$ cat config.mk
export PLATFORM = sky130hd
export DESIGN_NAME = sram_b_stream_ctrl_flat
export DESIGN_NICKNAME = d
export VERILOG_FILES = /design/src/rtl/sram_b_stream_ctrl_if.sv /design/src/rtl/sram_b_stream_ctrl.sv /design/src/flat_wrapper.sv
export SDC_FILE = /design/constraint.sdc
export NUM_CORES = 1
export LEC_CHECK = 0
export BUFFER_PORTS_ARGS = -buffer_cell sky130_fd_sc_hd__buf_2
export CORE_UTILIZATION = 55
export CTS_CLUSTER_DIAMETER = 100
export DETAILED_ROUTE_END_ITERATION = 16
export GPL_TIMING_DRIVEN = 1
export HOLD_SLACK_MARGIN = 0.08
export PLACE_DENSITY = 0.95
export SLEW_MARGIN = 20
export SYNTH_ARGS = -nofsm -noshare
export SYNTH_HDL_FRONTEND = slang
export SYNTH_SLANG_ARGS = --single-unit
$ cat constraint.sdc
create_clock -name CLK -period 7.9 [get_ports CLK]
set_clock_uncertainty 0.2 [all_clocks]
set_input_delay 1.58 -clock CLK [delete_from_list [all_inputs] [get_ports CLK]]
set_output_delay 1.58 -clock CLK [all_outputs]
set_load 0.1 [all_outputs]
$ cat src/rtl/sram_b_stream_ctrl_if.sv
// Stream-side bundle for sram_b_stream_ctrl:
// write requests, read requests and read responses.
interface sram_b_stream_ctrl_if #(
  parameter int ABITS = 18,
  parameter int DBITS = 8
);
  logic             wr_valid;
  logic             wr_ready;
  logic [ABITS-1:0] wr_addr;
  logic [DBITS-1:0] wr_data;
  logic [DBITS-1:0] wr_mask;

  logic             rd_req_valid;
  logic             rd_req_ready;
  logic [ABITS-1:0] rd_req_addr;

  logic             rd_rsp_valid;
  logic             rd_rsp_ready;
  logic [DBITS-1:0] rd_rsp_data;

  modport master (
    output wr_valid, wr_addr, wr_data, wr_mask,
    output rd_req_valid, rd_req_addr,
    output rd_rsp_ready,
    input  wr_ready, rd_req_ready,
    input  rd_rsp_valid, rd_rsp_data
  );

  modport slave (
    input  wr_valid, wr_addr, wr_data, wr_mask,
    input  rd_req_valid, rd_req_addr,
    input  rd_rsp_ready,
    output wr_ready, rd_req_ready,
    output rd_rsp_valid, rd_rsp_data
  );
endinterface

$ cat src/rtl/sram_b_stream_ctrl.sv
// Stream-to-port controller for 1W/1R sram_b memories:
// registered port accesses, credited 4-entry response FIFO.
module sram_b_stream_ctrl #(
  parameter int ABITS = 18,
  parameter int DBITS = 8
) (
  input  logic             CLK,
  input  logic             RST,
  sram_b_stream_ctrl_if.slave bus,
  output logic             CE0,
  output logic [ABITS-1:0] A0,
  output logic [DBITS-1:0] D0,
  output logic             WE0,
  output logic [DBITS-1:0] WEM0,
  output logic             CE1,
  output logic [ABITS-1:0] A1,
  input  logic [DBITS-1:0] Q1,
  output logic [15:0]      hazard_stalls
);

  logic       same_addr;
  logic       wr_acc;
  logic       rd_acc;
  logic       push;
  logic       pop;
  logic [2:0] outstanding;
  logic [1:0] pipe_v;

  logic [DBITS-1:0] fifo_mem [4];
  logic [1:0]       wp;
  logic [1:0]       rp;
  logic [2:0]       cnt;

  // A same-address write always wins; the read retries next cycle.
  assign same_addr = bus.wr_valid &&
                     (bus.wr_addr == bus.rd_req_addr);

  assign bus.wr_ready     = !RST;
  assign bus.rd_req_ready = !RST &&
                            (outstanding < 3'd4) &&
                            !same_addr;

  assign wr_acc = bus.wr_valid && bus.wr_ready;
  assign rd_acc = bus.rd_req_valid && bus.rd_req_ready;
  assign push   = pipe_v[1];
  assign pop    = bus.rd_rsp_valid && bus.rd_rsp_ready;

  assign bus.rd_rsp_valid = (cnt != 3'd0);
  assign bus.rd_rsp_data  = fifo_mem[rp];
  assign CE1              = pipe_v[0];

  always_ff @(posedge CLK) begin
    if (RST) begin
      CE0  <= 1'b0;
      WE0  <= 1'b0;
      A0   <= '0;
      D0   <= '0;
      WEM0 <= '0;
    end else begin
      CE0 <= wr_acc;
      WE0 <= wr_acc;
      if (wr_acc) begin
        A0   <= bus.wr_addr;
        D0   <= bus.wr_data;
        WEM0 <= bus.wr_mask;
      end
    end
  end

  always_ff @(posedge CLK) begin
    if (RST) begin
      pipe_v <= 2'b00;
      A1     <= '0;
    end else begin
      pipe_v <= {pipe_v[0], rd_acc};
      if (rd_acc) begin
        A1 <= bus.rd_req_addr;
      end
    end
  end

  always_ff @(posedge CLK) begin
    if (RST) begin
      outstanding <= 3'd0;
    end else begin
      unique case ({rd_acc, pop})
        2'b10:   outstanding <= outstanding + 3'd1;
        2'b01:   outstanding <= outstanding - 3'd1;
        default: outstanding <= outstanding;
      endcase
    end
  end

  always_ff @(posedge CLK) begin
    if (push) begin
      fifo_mem[wp] <= Q1;
    end
  end

  always_ff @(posedge CLK) begin
    if (RST) begin
      wp  <= 2'd0;
      rp  <= 2'd0;
      cnt <= 3'd0;
    end else begin
      if (push) begin
        wp <= wp + 2'd1;
      end
      if (pop) begin
        rp <= rp + 2'd1;
      end
      unique case ({push, pop})
        2'b10:   cnt <= cnt + 3'd1;
        2'b01:   cnt <= cnt - 3'd1;
        default: cnt <= cnt;
      endcase
    end
  end

  always_ff @(posedge CLK) begin
    if (RST) begin
      hazard_stalls <= 16'd0;
    end else if (same_addr && bus.rd_req_valid &&
                 (hazard_stalls != 16'hFFFF)) begin
      hazard_stalls <= hazard_stalls + 16'd1;
    end
  end

  a_no_overflow: assert property (
    @(posedge CLK) disable iff (RST)
    !(push && (cnt == 3'd4))
  );

endmodule

$ cat src/flat_wrapper.sv
// flat-port wrapper written by rule: the top's interface ports become plain ports
module sram_b_stream_ctrl_flat 
#(
  parameter int ABITS = 18,
  parameter int DBITS = 8
)
  (CLK, RST, CE0, A0, D0, WE0, WEM0, CE1, A1, Q1, hazard_stalls, bus_wr_valid, bus_wr_addr, bus_wr_data, bus_wr_mask, bus_rd_req_valid, bus_rd_req_addr, bus_rd_rsp_ready, bus_wr_ready, bus_rd_req_ready, bus_rd_rsp_valid, bus_rd_rsp_data);
  sram_b_stream_ctrl_if #(.ABITS(ABITS), .DBITS(DBITS)) bus_i ();
  input  logic CLK;
  input  logic RST;
  output logic CE0;
  output logic [ABITS-1:0] A0;
  output logic [DBITS-1:0] D0;
  output logic WE0;
  output logic [DBITS-1:0] WEM0;
  output logic CE1;
  output logic [ABITS-1:0] A1;
  input  logic [DBITS-1:0] Q1;
  output logic [15:0] hazard_stalls;
  input wire logic [$bits(bus_i.wr_valid)-1:0] bus_wr_valid;
  input wire logic [$bits(bus_i.wr_addr)-1:0] bus_wr_addr;
  input wire logic [$bits(bus_i.wr_data)-1:0] bus_wr_data;
  input wire logic [$bits(bus_i.wr_mask)-1:0] bus_wr_mask;
  input wire logic [$bits(bus_i.rd_req_valid)-1:0] bus_rd_req_valid;
  input wire logic [$bits(bus_i.rd_req_addr)-1:0] bus_rd_req_addr;
  input wire logic [$bits(bus_i.rd_rsp_ready)-1:0] bus_rd_rsp_ready;
  output wire logic [$bits(bus_i.wr_ready)-1:0] bus_wr_ready;
  output wire logic [$bits(bus_i.rd_req_ready)-1:0] bus_rd_req_ready;
  output wire logic [$bits(bus_i.rd_rsp_valid)-1:0] bus_rd_rsp_valid;
  output wire logic [$bits(bus_i.rd_rsp_data)-1:0] bus_rd_rsp_data;
  assign bus_i.wr_valid = bus_wr_valid;
  assign bus_i.wr_addr = bus_wr_addr;
  assign bus_i.wr_data = bus_wr_data;
  assign bus_i.wr_mask = bus_wr_mask;
  assign bus_i.rd_req_valid = bus_rd_req_valid;
  assign bus_i.rd_req_addr = bus_rd_req_addr;
  assign bus_i.rd_rsp_ready = bus_rd_rsp_ready;
  assign bus_wr_ready = bus_i.wr_ready;
  assign bus_rd_req_ready = bus_i.rd_req_ready;
  assign bus_rd_rsp_valid = bus_i.rd_rsp_valid;
  assign bus_rd_rsp_data = bus_i.rd_rsp_data;
  sram_b_stream_ctrl #(.ABITS(ABITS), .DBITS(DBITS)) u_core (.CLK(CLK), .RST(RST), .bus(bus_i), .CE0(CE0), .A0(A0), .D0(D0), .WE0(WE0), .WEM0(WEM0), .CE1(CE1), .A1(A1), .Q1(Q1), .hazard_stalls(hazard_stalls));
endmodule
* Yosys cells after proc, flatten, opt, wreduce, memory -nomap -nowiden *
Memory sizes are Yosys's and may differ from the RTL's. A register that Yosys moved wholly into a read port is not among the register bits.
Index checks and enable logic that the tools add are counted.

storage, ports and cells
  register bits = 81
  RAM bits = 32
  input bits = 65
  output and inout bits = 82
  memories kept = 1

operators by class
  add/sub/neg operators = 7
  $lt $le $gt $ge = 1
  eq/ne operators = 6
  multiplexer cells = 6
  reduce and logical (&&, ||, !) cells = 13

memories
  name             depth  width  read ports  clocked after Yosys merged registers in  wr ports  line                      text
  u_core.fifo_mem  4      8      1           1                                        1         sram_b_stream_ctrl.sv:29  logic [DBITS-1:0] fifo_mem [4];

operator list
  operator                                              number
  equality test 18 bit                                  1
  adder 16 x 1 -> 16 bit (second input constant)        1
  != test 16 bit (second input constant)                1
  one-hot mux 3 bit (2 select lines)                    2
  logical AND 1 bit                                     8
  adder 3 x 1 -> 3 bit (second input constant)          2
  subtractor 3 x 1 -> 3 bit (second input constant)     2
  adder 2 x 1 -> 2 bit (second input constant)          2
  equality test 2 x 1 -> 1 bit (second input constant)  2
  equality test 2 bit (second input constant)           2
  two-way mux 2 bit                                     2
  nonzero test 2 bit                                    2
  less-than comparator 3 bit (second input constant)    1
  nonzero test 3 bit                                    1
  zero test 1 bit                                       2
  two-way mux 1 bit                                     2

* Depth between registers and ports, before layout *
  word-level depth = 7
  depth in mapped cells = 12
  mapped depth without buffers = 10

* Worst setup path before layout *
OpenSTA, ideal clock, no wires.

  kind = input-to-output
  start = in bus_rd_req_addr[4]
  end = out bus_rd_req_ready
  arrival = 4,166 ps
  data required time = 6,120 ps
  path slack = 1,954 ps
  cell stages on the path = 4
  path buffers = 0
  path through = xnor2_1 > nand4_1 > nor3_4 > a211oi_1

between the ends
  longest elaborated chain between the ends = 4

ends and longest elaborated chain
  element               line                      text
  from (decl)           flat_wrapper.sv:25        input wire logic [$bits(bus_i.rd_req_addr)-1:0] bus_rd_req_addr;
  equality test 18 bit  sram_b_stream_ctrl.sv:36  (bus.wr_addr == bus.rd_req_addr);
  logical AND 1 bit     sram_b_stream_ctrl.sv:35  assign same_addr = bus.wr_valid &&
  zero test 1 bit       sram_b_stream_ctrl.sv:41  !same_addr;
  logical AND 1 bit     sram_b_stream_ctrl.sv:40  (outstanding < 3'd4) &&
  to (decl)             flat_wrapper.sv:28        output wire logic [$bits(bus_i.rd_req_ready)-1:0] bus_rd_req_ready;

Every way passes these cells.

* Final worst setup path *
  start = in bus_wr_valid
  end = out bus_rd_req_ready

between the ends
  longest elaborated chain between the ends = 3

ends and longest elaborated chain
  element            line                      text
  from (decl)        flat_wrapper.sv:20        input wire logic [$bits(bus_i.wr_valid)-1:0] bus_wr_valid;
  logical AND 1 bit  sram_b_stream_ctrl.sv:35
  zero test 1 bit    sram_b_stream_ctrl.sv:41
  logical AND 1 bit  sram_b_stream_ctrl.sv:40

Every way passes these cells.

==> run summary <==
initial core utilization = 0.569
Least-Margin Pin Slew = 0.869 ns
crit end category = primary output
number of global-route vias before repair = 3493
Resized Gates After CTS = 0
number of flops mapped to enable cells by yosys = 32
HPWL Detailed = 7090 um
adder-cell share of the synthesized area = 0.0273
top cells by count, synth = dfxtp_1 (83), nor2_1 (54), nand2_1 (44)
Yosys reg bits = 115
gpl congestion = 0.793
IO Count = 147
Async SR Flop Fraction = 0
Hold WS = 0.249 ns
CP most frequent cell = buf_2
die span in y = 94.2 um
layout cells sized above 1 = 0.338
CP Class = in2out
Compound-Gate Fraction of Synth Area = 0.0549
CP arrival = 2.96 ns
share of the synthesized area in the top cell type = 0.356
crit-path cells = buf_2, buf_4, nand4_1, nor2_2, a211oi_1, buf_2
gr usage total = 0.237
H-tree Lvls = 4
Synth area leader = dfxtp_1
first-pass GRT wire length = 15700 um
post-route setup TNS = 0 ns
ANT cells = 0
largest family of logic cells by synthesized area = simple AND/OR/NAND/NOR gates
Setup-failing EPs final = 0
hold buffer count at CTS = 0
Vias/cell = 5.18
initial drt markers = 102
Worst path top cell family by delay = buffers and inverters
clk root buf = clkbuf_8
TritonCTS Sinks = 115
Syn. warnings = 0
fin crit share = 0.600
final net count = 643
P&R area growth vs syn = 28.3%
RSZ-0062 raised after global routing = no
leakage power = 2.60 nW
XOR/XNOR Fraction of Synth Area = 0.0506
Avg WL per Cell = 14.5 um
CP required = 6.12 ns
Pins Over Slew Limit = 0
Multi-input gate area = 0.00188 mm2
Worst R2R Start = u_core.outstanding[2]
via count = 3557
CP Max Fanout = 36
post-synth cell types = 42
relative slew slack = 0.421
chip width = 94.2 um
Core ar. = 0.00822 mm2
Clock Path Buffers = 2
most frequent cell after synthesis = dfxtp_1
Worst Hold Class = reg2reg
initial antenna violation count = 0
Initial DRT Pass Iterations = 4
Storage cell area = 0.00262 mm2
drt drc = 0
Post-CTS Setup Bufs = 0
post-synthesis mux area share = 0.123
antenna viol nets, final = 0
synthesized area = 0.00467 mm2
final core utilization = 0.729
peak supply drop = 0.160 mV
area share of and/or/nand/nor cells after synthesis = 0.148
Slowest cell on crit path = buf_4
synthesized instance count = 423
Startpoint Class = input port
Place WS = 3.15 ns
Final Hold Violating Endpoints = 0
P per Cell Area = 301 mW/mm2
Buffers on Ports = 146
top post-synthesis cells by area = dfxtp_1 (36%), edfxtp_1 (21%), mux2i_1 (7.7%)
Tmin final = 4.74 ns
main flop type after synthesis = dfxtp_1
Core Rows = 33
Fillers = 557
Seq/Total Area, Yosys = 0.561
Worst-Skew Late Latency = 0.50 ns
Max-Cap Viols = 0
post-synthesis net count = 497
clk slew on worst S/H paths = 0.06 ns
worst setup path start = bus_wr_valid
total congestion overflow = 0
TritonCTS clock tree = built
DRT Wirelength = 9990 um
Num CTS Buffers = 17
Buf/Inv on CP = 3
Hold Path Origin = u_core.A1[16]
critical path's largest stage delay = 0.48 ns
final setup margin = 3.16 ns
f_max = 0.211 GHz
die area = 0.00887 mm2
outcome = completed
Avg Inst Size Synth = 11.0 um2
largest net degree at the start of global routing = 88
-- tightest hold or removal path: cells and delay by family, from the launching register on --
kind / cells / cell delay, ns
AO/OA/AOI/OAI: 1 / 0.05
AND/OR/NAND/NOR: 1 / 0.05
flip-flops: 1 / 0.30
-- flip-flops by register name, indices dropped and copies added, names as in the netlist, named ones only --
signal / count
u_core.fifo_mem: 32
u_core.A0: 18
u_core.A1: 18
u_core.hazard_stalls: 16
u_core.D0: 8
u_core.WEM0: 8
u_core.cnt: 3
u_core.outstanding: 3
u_core.pipe_v: 2
u_core.rp: 2
u_core.wp: 2
u_core.CE0: 1
-- cell usage in the layout (no fill, tap or decap), types with 7 or more instances in the layout --
master     Yosys  final
a21oi_1       31     31
buf_2          3    146
clkbuf_16      0     16
dfxtp_1       83     83
edfxtp_1      32     32
ha_1           7      7
inv_1         15     15
mux2i_1       36     36
mux4_2         8      8
nand2_1       44     44
nand4_1        7      7
nor2_1        54     54
or3_1          9      9
xnor2_1       20     20
xor2_1         7      7
-- power by group --
part           total, mW  internal, mW  switching, mW
Clock              0.688         0.417          0.270
Sequential         0.669         0.640         0.0290
Combinational      0.444         0.105          0.338
-- metrics by stage --
stage / total power [mW] / std cells / instance area (um2)
global placement: 1.11 / 655 / 5440
CTS: 1.81 / 687 / 5990
floorplan: 1.05 / 423 / 4670
finish: 1.80 / 687 / 5990
global route: 1.87 / 687 / 5990
detailed placement: 1.13 / 655 / 5440
-- cell families after synthesis --
kind of cell / after synthesis
XOR/XNOR: 27
multiplexers: 47
AO/OA/AOI/OAI: 46
buffers and inverters: 37
AND/OR/NAND/NOR: 142
flip-flops: 115
adder cells (fa/ha/maj): 9
-- final cells by class --
type / instances / share of cell area
well taps: 105 / 0.0219
clock buffers: 17 / 0.0691
multi-input cells: 271 / 0.314
clock inverters: 15 / 0.0223
repair buffers: 148 / 0.124
flip-flops and latches: 115 / 0.438
inverters: 16 / 0.0100
-- metal layers --
layer  GRT usage  share of wire  vias to the layer above
met2       0.425           0.53                      122
met4      0.0910          0.015                        0
met1       0.253           0.39                     1671
met3      0.0833          0.062                       12
met5           0              0                        -
li1            -              -                     1752
-- worst paths after layout --
path / slack (ns) / depth (start not counted) / end
min: 0.25 / 2 / u_core.A1[16]
max reg2reg: 5.23 / 8 / u_core.outstanding[2]
max: 3.16 / 6 / bus_rd_req_ready
min reg2reg: 0.25 / 2 / u_core.A1[16]
Power figures use the tool's default switching activity.
